<file path="config.mk">
export PLATFORM = sky130hd
export DESIGN_NAME = wb_result_stage
export DESIGN_NICKNAME = d
export VERILOG_FILES = /design/src/rtl/wb_result_stage.sv
export SDC_FILE = /design/constraint.sdc
export NUM_CORES = 1
export LEC_CHECK = 0
export CAP_MARGIN = 20
export CORE_MARGIN = 2
export CORE_UTILIZATION = 35
export CTS_BUF_LIST = sky130_fd_sc_hd__clkbuf_16
export CTS_CLUSTER_DIAMETER = 150
export DETAILED_ROUTE_END_ITERATION = 8
export GPL_ROUTABILITY_DRIVEN = 0
export PLACE_DENSITY = 0.77
export SYNTH_ARGS = -nofsm -noshare
export SYNTH_HDL_FRONTEND = slang
export SYNTH_SLANG_ARGS = --single-unit
</file>
<file path="constraint.sdc">
create_clock -name clk -period 1.9 [get_ports clk]
set_input_delay 0.475 -clock clk [delete_from_list [all_inputs] [get_ports clk]]
set_output_delay 0.475 -clock clk [all_outputs]
set_load 0.005 [all_outputs]
</file>
<file path="src/rtl/wb_result_stage.sv">
// wb_result_stage: registered RV32I/RV64I writeback stage with result-source select,
// load handshake, load alignment/extension and upstream stall.
`default_nettype none

module wb_result_stage #(
  parameter int XLEN  = 32,
  parameter int NSRC  = 4,
  parameter int SRC_W = 2
) (
  input  logic                       clk,
  input  logic                       rst,
  input  logic                       in_valid,
  output logic                       in_ready,
  input  logic [XLEN-1:0]            in_alu_result,
  input  logic [(NSRC-2)*XLEN-1:0]   in_ext,
  input  logic [SRC_W-1:0]           in_result_src,
  input  logic [2:0]                 in_funct3,
  input  logic [4:0]                 in_rd,
  input  logic                       in_reg_write,
  input  logic                       flush,
  input  logic                       mem_rvalid,
  input  logic [XLEN-1:0]            mem_rdata,
  output logic                       wb_valid,
  output logic                       wb_we,
  output logic [4:0]                 wb_rd,
  output logic [XLEN-1:0]            wb_result,
  output logic                       wb_misalign,
  output logic                       stall_req
);

  localparam int OFF_W = (XLEN == 64) ? 3 : 2;

  typedef enum logic [1:0] {
    S_IDLE  = 2'd0,
    S_WAIT  = 2'd1,
    S_DRAIN = 2'd2
  } state_t;

  state_t            state_q, state_d;
  logic [XLEN-1:0]   cap_alu_q, cap_alu_d;
  logic [2:0]        cap_f3_q, cap_f3_d;
  logic [4:0]        cap_rd_q, cap_rd_d;
  logic              cap_rw_q, cap_rw_d;
  logic              wb_valid_q, wb_valid_d;
  logic              wb_we_q, wb_we_d;
  logic [4:0]        wb_rd_q, wb_rd_d;
  logic [XLEN-1:0]   wb_result_q, wb_result_d;
  logic              wb_misalign_q, wb_misalign_d;

  logic [XLEN-1:0]   src_data;
  logic [OFF_W-1:0]  ld_off;
  logic [XLEN-1:0]   ld_shifted;
  logic [XLEN-1:0]   ld_mask;
  logic [XLEN-1:0]   ld_data;
  logic [1:0]        ld_size;
  logic              ld_signed;
  logic              ld_sbit;
  logic              ld_misalign;

  // Out-of-range source indices fall back to the ALU result.
  always_comb begin
    src_data = in_alu_result;
    for (int i = 2; i < NSRC; i++) begin
      if (in_result_src == SRC_W'(i)) begin
        src_data = in_ext[(i-2)*XLEN +: XLEN];
      end
    end
  end

  // Size codes: 0=byte, 1=half, 2=word, 3=double; unknown encodings act as LW.
  always_comb begin
    ld_size   = 2'd2;
    ld_signed = 1'b1;
    unique case (cap_f3_q)
      3'b000: begin ld_size = 2'd0; ld_signed = 1'b1; end
      3'b100: begin ld_size = 2'd0; ld_signed = 1'b0; end
      3'b001: begin ld_size = 2'd1; ld_signed = 1'b1; end
      3'b101: begin ld_size = 2'd1; ld_signed = 1'b0; end
      3'b110: if (XLEN == 64) begin ld_size = 2'd2; ld_signed = 1'b0; end
      3'b011: if (XLEN == 64) begin ld_size = 2'd3; ld_signed = 1'b0; end
      default: begin ld_size = 2'd2; ld_signed = 1'b1; end
    endcase
  end

  always_comb begin
    ld_off     = cap_alu_q[OFF_W-1:0];
    ld_shifted = mem_rdata >> {ld_off, 3'b000};
    ld_mask    = '1;
    ld_sbit    = 1'b0;
    case (ld_size)
      2'd0:    begin ld_mask = XLEN'(8'hFF);          ld_sbit = ld_shifted[7];  end
      2'd1:    begin ld_mask = XLEN'(16'hFFFF);       ld_sbit = ld_shifted[15]; end
      2'd2:    begin ld_mask = XLEN'(32'hFFFF_FFFF);  ld_sbit = ld_shifted[31]; end
      default: begin ld_mask = '1;                    ld_sbit = 1'b0;           end
    endcase
    ld_data = (ld_shifted & ld_mask) | ((ld_signed && ld_sbit) ? ~ld_mask : '0);

    case (ld_size)
      2'd1:    ld_misalign = ld_off[0];
      2'd2:    ld_misalign = (ld_off[1:0] != 2'b00);
      2'd3:    ld_misalign = (ld_off != '0);
      default: ld_misalign = 1'b0;
    endcase
  end

  always_comb begin
    state_d       = state_q;
    cap_alu_d     = cap_alu_q;
    cap_f3_d      = cap_f3_q;
    cap_rd_d      = cap_rd_q;
    cap_rw_d      = cap_rw_q;
    wb_valid_d    = 1'b0;
    wb_we_d       = 1'b0;
    wb_rd_d       = wb_rd_q;
    wb_result_d   = wb_result_q;
    wb_misalign_d = 1'b0;

    case (state_q)
      S_IDLE: begin
        if (in_valid && !flush) begin
          if (in_result_src == SRC_W'(1)) begin
            cap_alu_d = in_alu_result;
            cap_f3_d  = in_funct3;
            cap_rd_d  = in_rd;
            cap_rw_d  = in_reg_write;
            state_d   = S_WAIT;
          end else begin
            wb_valid_d  = 1'b1;
            wb_we_d     = in_reg_write && (in_rd != 5'd0);
            wb_rd_d     = in_rd;
            wb_result_d = src_data;
          end
        end
      end
      S_WAIT: begin
        if (flush) begin
          state_d = mem_rvalid ? S_IDLE : S_DRAIN;
        end else if (mem_rvalid) begin
          state_d       = S_IDLE;
          wb_valid_d    = 1'b1;
          wb_misalign_d = ld_misalign;
          wb_we_d       = cap_rw_q && (cap_rd_q != 5'd0) && !ld_misalign;
          wb_rd_d       = cap_rd_q;
          wb_result_d   = ld_data;
        end
      end
      S_DRAIN: begin
        if (mem_rvalid) begin
          state_d = S_IDLE;
        end
      end
      default: state_d = S_IDLE;
    endcase
  end

  always_ff @(posedge clk) begin
    if (rst) begin
      state_q       <= S_IDLE;
      cap_alu_q     <= '0;
      cap_f3_q      <= '0;
      cap_rd_q      <= '0;
      cap_rw_q      <= 1'b0;
      wb_valid_q    <= 1'b0;
      wb_we_q       <= 1'b0;
      wb_rd_q       <= '0;
      wb_result_q   <= '0;
      wb_misalign_q <= 1'b0;
    end else begin
      state_q       <= state_d;
      cap_alu_q     <= cap_alu_d;
      cap_f3_q      <= cap_f3_d;
      cap_rd_q      <= cap_rd_d;
      cap_rw_q      <= cap_rw_d;
      wb_valid_q    <= wb_valid_d;
      wb_we_q       <= wb_we_d;
      wb_rd_q       <= wb_rd_d;
      wb_result_q   <= wb_result_d;
      wb_misalign_q <= wb_misalign_d;
    end
  end

  assign in_ready    = (state_q == S_IDLE);
  assign stall_req   = ~in_ready;
  assign wb_valid    = wb_valid_q;
  assign wb_we       = wb_we_q;
  assign wb_rd       = wb_rd_q;
  assign wb_result   = wb_result_q;
  assign wb_misalign = wb_misalign_q;

endmodule

`default_nettype wire

</file>
Word level (Yosys, flattened, before mapping)
Index checks and enable logic that the tools add are counted.
W data, S select, Z words.
- flip-flop bits (word level): 53
- input bits: 144
- output and inout port bits: 42
- word-level logic and storage cells: 89
- eq/ne operators: 16
- shift operators: 1
- muxes and demuxes: 34
- bitwise logic cells: 6
- reduce and logical (&&, ||, !) cells: 22
- operators with widths (kind ; number):
    $mux W32 ; 7
    $pmux W32 S2 ; 2
    $and A32 B32 Y32 ; 1
    $not A32 Y32 ; 1
    $or A32 B32 Y32 ; 1
    $shr A32 B5 Y32 ; 1
    $mux W5 ; 4
    $eq A2 B2 Y1 const B ; 5
    $mux W2 ; 5
    $pmux W5 S2 ; 1
    $reduce_bool A5 Y1 ; 2
    $mux W1 ; 9
    $reduce_or A2 Y1 ; 4
    $eq A2 B1 Y1 const B ; 3
    $eq A3 B3 Y1 const B ; 2
    $ne A2 B2 Y1 const B ; 3
    $pmux W1 S2 ; 3
    $pmux W2 S3 ; 1
    $logic_and A1 B1 Y1 ; 5
    $reduce_and A5 Y1 ; 1
    $logic_not A2 Y1 ; 2
    $ne A2 B1 Y1 const B ; 2
    $pmux W2 S2 ; 1
    $reduce_bool A2 Y1 ; 2
    other kinds (8) ; 11

Logic depth before layout (Yosys ltp)
- depth after elaboration: 11
- depth in mapped cells: 8
- depth with buffers taken out: 5

Least setup slack after synthesis
No wires, ideal clock.
- path type: input -> register
- start: input in_result_src[0]
- end: register wb_result_q[18] (netlist: wb_result[18])
- library setup time: 0.116 ns
- arrival: 1.742 ns
- required time: 1.784 ns
- slack: 0.041 ns
- stages on the path: 7
- path buffers: 2
- path through: buf_2 -> nand2b_1 -> a22oi_1 -> or3_4 -> buf_2 -> or3_1 -> o211a_1
- longest elaborated chain between the ends: 6
- elaborated cells on any way between the ends: 10
- classes of those cells: eq/ne: 4; mux: 5; reduce/logical: 1
- RTL lines (item ; RTL line ; source):
    start, declared ; 16 ; input logic [SRC_W-1:0] in_result_src,
    $eq A2 B2 Y1 ; 64 ; if (in_result_src == SRC_W'(i)) begin
    $mux W32 (2 in a row) ; 64 ;
    $mux W32 ; 121 ; if (in_result_src == SRC_W'(1)) begin
    $mux W32 ; 120 ; if (in_valid && !flush) begin
    $pmux W32 S2 ; 118 ; case (state_q)
    end signal, assigned ; 177 ; wb_result_q <= wb_result_d;
    end, declared ; 47 ; logic [XLEN-1:0] wb_result_q, wb_result_d;
Parallel ways exist; a longest one is shown, timed or not. The select of a mux whose other input is x is not followed.
A chain may end at the register's enable or synchronous reset.

Worst setup path in the final report
- start: input mem_rdata[15]
- end: register wb_result_q[19] (netlist: wb_result[19])
- longest elaborated chain between the ends: 8
- RTL lines (item ; RTL line ; source):
    start, declared ; 22 ; input logic [XLEN-1:0] mem_rdata,
    $shr A32 B5 Y32 ; 87 ; ld_shifted = mem_rdata >> {ld_off, 3'b000};
    $pmux W1 S3 ; 90 ; case (ld_size)
    $logic_and A1 B1 Y1 ; 96 ; ld_data = (ld_shifted & ld_mask) | ((ld_signed && ld_sbit) ? ~ld_mask : '0);
    $mux W32 ; 96 ;
    $or A32 B32 Y32 ; 96 ;
    $mux W32 ; 138 ; end else if (mem_rvalid) begin
    $mux W32 ; 136 ; if (flush) begin
    $pmux W32 S2 ; 118 ;
Every way passes these cells. The select of a mux whose other input is x is not followed.

==> impl_metrics.tcl <==
set metrics [dict create \
    design_area_um2 5850 \
    synth.distinct_cells 43 \
    grt_setup_unrepaired "true" \
    ys_seq_area_share_pct 30.3 \
    cts-root-buf "clkbuf_16" \
    drcViolationCount 0 \
    pre_cts_slack_ns -0.367 \
    worstMarginPinSlew_ns 0.529 \
    synth-seq-cells 53 \
    yosys_warnings 0 \
    die_x_um 104 \
    slew_viol_final 0 \
    power.total_mw 2.97 \
    grt_pass1_wl_um 19800 \
    drv_cap 0 \
    synth_edf_count 0 \
    max-clock-path-buffers 2 \
    hold_viol 0 \
    ant_nets 0 \
    hold_ws_ns 0.464 \
    overflow 0 \
    endpoint_kind "flip-flop" \
    wire_per_inst_um 16.5 \
    start_util_pct 36.0 \
    clock-sinks 53 \
    h-tree-depth 2 \
    fin_crit_ns 1.88 \
    clock.fmax_mhz 533 \
    dp_hpwl_um 10300 \
    gr-usage-all-layers_pct 22.4 \
    firstDrtPassIters 6 \
    timing.final.ws_setup_ns 0.0234 \
    drtIter0Drc 161 \
    clk_pin_slew_ns 0.07 \
    tritoncts "built" \
    synth_commonest_cells "60 x mux2i_1, 60 x nor2_1, 53 x dfxtp_1" \
    fin_cells 771 \
    io_pins 186 \
    design.core.area_um2 9730 \
    fin_crit_sh_pct 98.8 \
    finClkSkew_ns 0.00383 \
    cts_buffers 5 \
    synthFlopType "dfxtp_1" \
    antenna_found_initial 0 \
    worst_setup_path_start_kind "input port" \
    viasPerCell 5.17 \
    dpl_cell_area_um2 5650 \
    syn_nets 589 \
    syn_avg_cell_area_um2 7.86 \
    grt_max_degree 34 \
    die_area_um2 10800 \
    yosysTopAreaCell "dfxtp_1" \
    criticalPathCategory "input port to flip-flop" \
    area_growth_pct 67.3 \
    async_reset_ff_share_pct 0 \
    crit_path_max_fanout 7 \
    io_buffers 185 \
    wl_um 12700 \
    fillCellCount 889 \
    synth_area_leaders "dfxtp_1 30%, mux2i_1 17%, nor2_1 6.4%, a21oi_1 5.7%, a211oi_1 5.2%" \
    maxSlewHeadroom_pct 64.6 \
    worst_ep_required_time_ns 2.08 \
    syn-cell-area_um2 3500 \
    die_height_um 104 \
    rows 36 \
    yosysTopAreaCellShare_pct 30.3 \
    hold_buffers 0 \
    critPathArrivalTime_ns 2.06 \
    tns_ns 0 \
    syn_inst 445 \
    grt_pass1_vias 3937 \
    setup_viol 0 \
    fin_util_pct 60.2 \
    power_leakage_nw 2.30 \
    drive_gt1_share_pct 10.8 \
    hp-class "flip-flop to flip-flop" \
    irDropWorstVdd_uv 351 \
    diodes 0 \
    p_per_area_nw_per_um2 508 \
    finalNetCount 781 \
    outcome "finished, final reports clean" \
    routed-via-count 3985 \
    insertion_delay_ns 0.28 \
    placed_cells 761 \
]
## timing repair
item / CTS / global route
pin swaps: 4 / 6
resized for setup: 10 / 8
endpoints found under the setup margin: 25 / 20
cloned: 1 / 0
buffers inserted: 0 / 1
## cells in the final DEF, fill, tap and decap left out, types with 2 or more instances in the layout
cell and count:
nor2b_2 2, buf_12 4, nor3_1 13, a221oi_1 7
o211ai_1 8, o211a_1 7, clkbuf_16 5, a21oi_1 40
a211oi_1 21, buf_4 32, inv_1 13, nand2_1 43
a211oi_2 3, mux2i_1 60, clkdlybuf4s50_1 178, buf_2 3
nand2b_1 3, or3_4 2, dlygate4sd2_1 3, dfxtp_1 51
or2_2 2, nand3b_1 3, or3_1 8, a311oi_1 5
o2bb2ai_1 7, nor2b_1 10, o21ai_0 17, nor4_1 2
nor2_1 59, mux2_4 2
## critical path, cell delays in order
cell and delay (ns):
clkdlybuf4s50_1 0.42, mux2_4 0.27, or3_1 0.31, o2111a_2 0.17
nand2b_4 0.18, o211a_1 0.22
## flip-flops by register name, indices dropped and copies added, names as in the netlist
| register | count |
|---|---|
| wb_result | 32 |
| cap_rd_q | 5 |
| wb_rd | 5 |
| cap_f3_q | 3 |
| cap_alu_q | 2 |
| state_q | 2 |
| cap_rw_q | 1 |
| wb_misalign | 1 |
| wb_valid | 1 |
| wb_we | 1 |
## area by class of cell
cell class                 instances  area, um2  share of cell area [%]
multi-input combinational        344       2270                    38.8
timing repair buffer             222       2170                    37.0
sequential                        53       1070                    18.2
tap                              133        166                    2.84
clock buffer                       5        125                    2.14
inverter                          11       41.3                   0.705
clock inverter                     3       15.0                   0.256
## final timing paths
path                 start  cells past startpoint             to  slack, ns
max          mem_rdata[15]                      6  wb_result[19]       0.02
min          wb_result[14]                      1  wb_result[14]       0.46
max reg2reg   cap_alu_q[0]                      5  wb_result[19]       0.11
min reg2reg  wb_result[14]                      1  wb_result[14]       0.46
## cell families after synthesis
kind of cell | Yosys count | synth area share [%]
compound gates | 123 | 24.1
flops | 53 | 30.3
buf+inv | 49 | 6.22
mux | 62 | 18.0
simple gates | 158 | 21.4
## report_power, final
| part | switching [mW] | total (mW) | internal (mW) |
|---|---|---|---|
| Combinational | 0.340 | 0.890 | 0.549 |
| Clock | 0.401 | 0.881 | 0.480 |
| Sequential | 0.0344 | 1.20 | 1.17 |
## metal layers
metal | up-vias | GRT usage, % | routed length, um
met5 | - | 0 | 0
met4 | 0 | 5.60 | 235
met3 | 18 | 4.26 | 743
met2 | 134 | 38.7 | 6210
met1 | 1839 | 28.7 | 5500
li1 | 1994 | - | -
No activity file was read; power rests on OpenSTA's default activity.
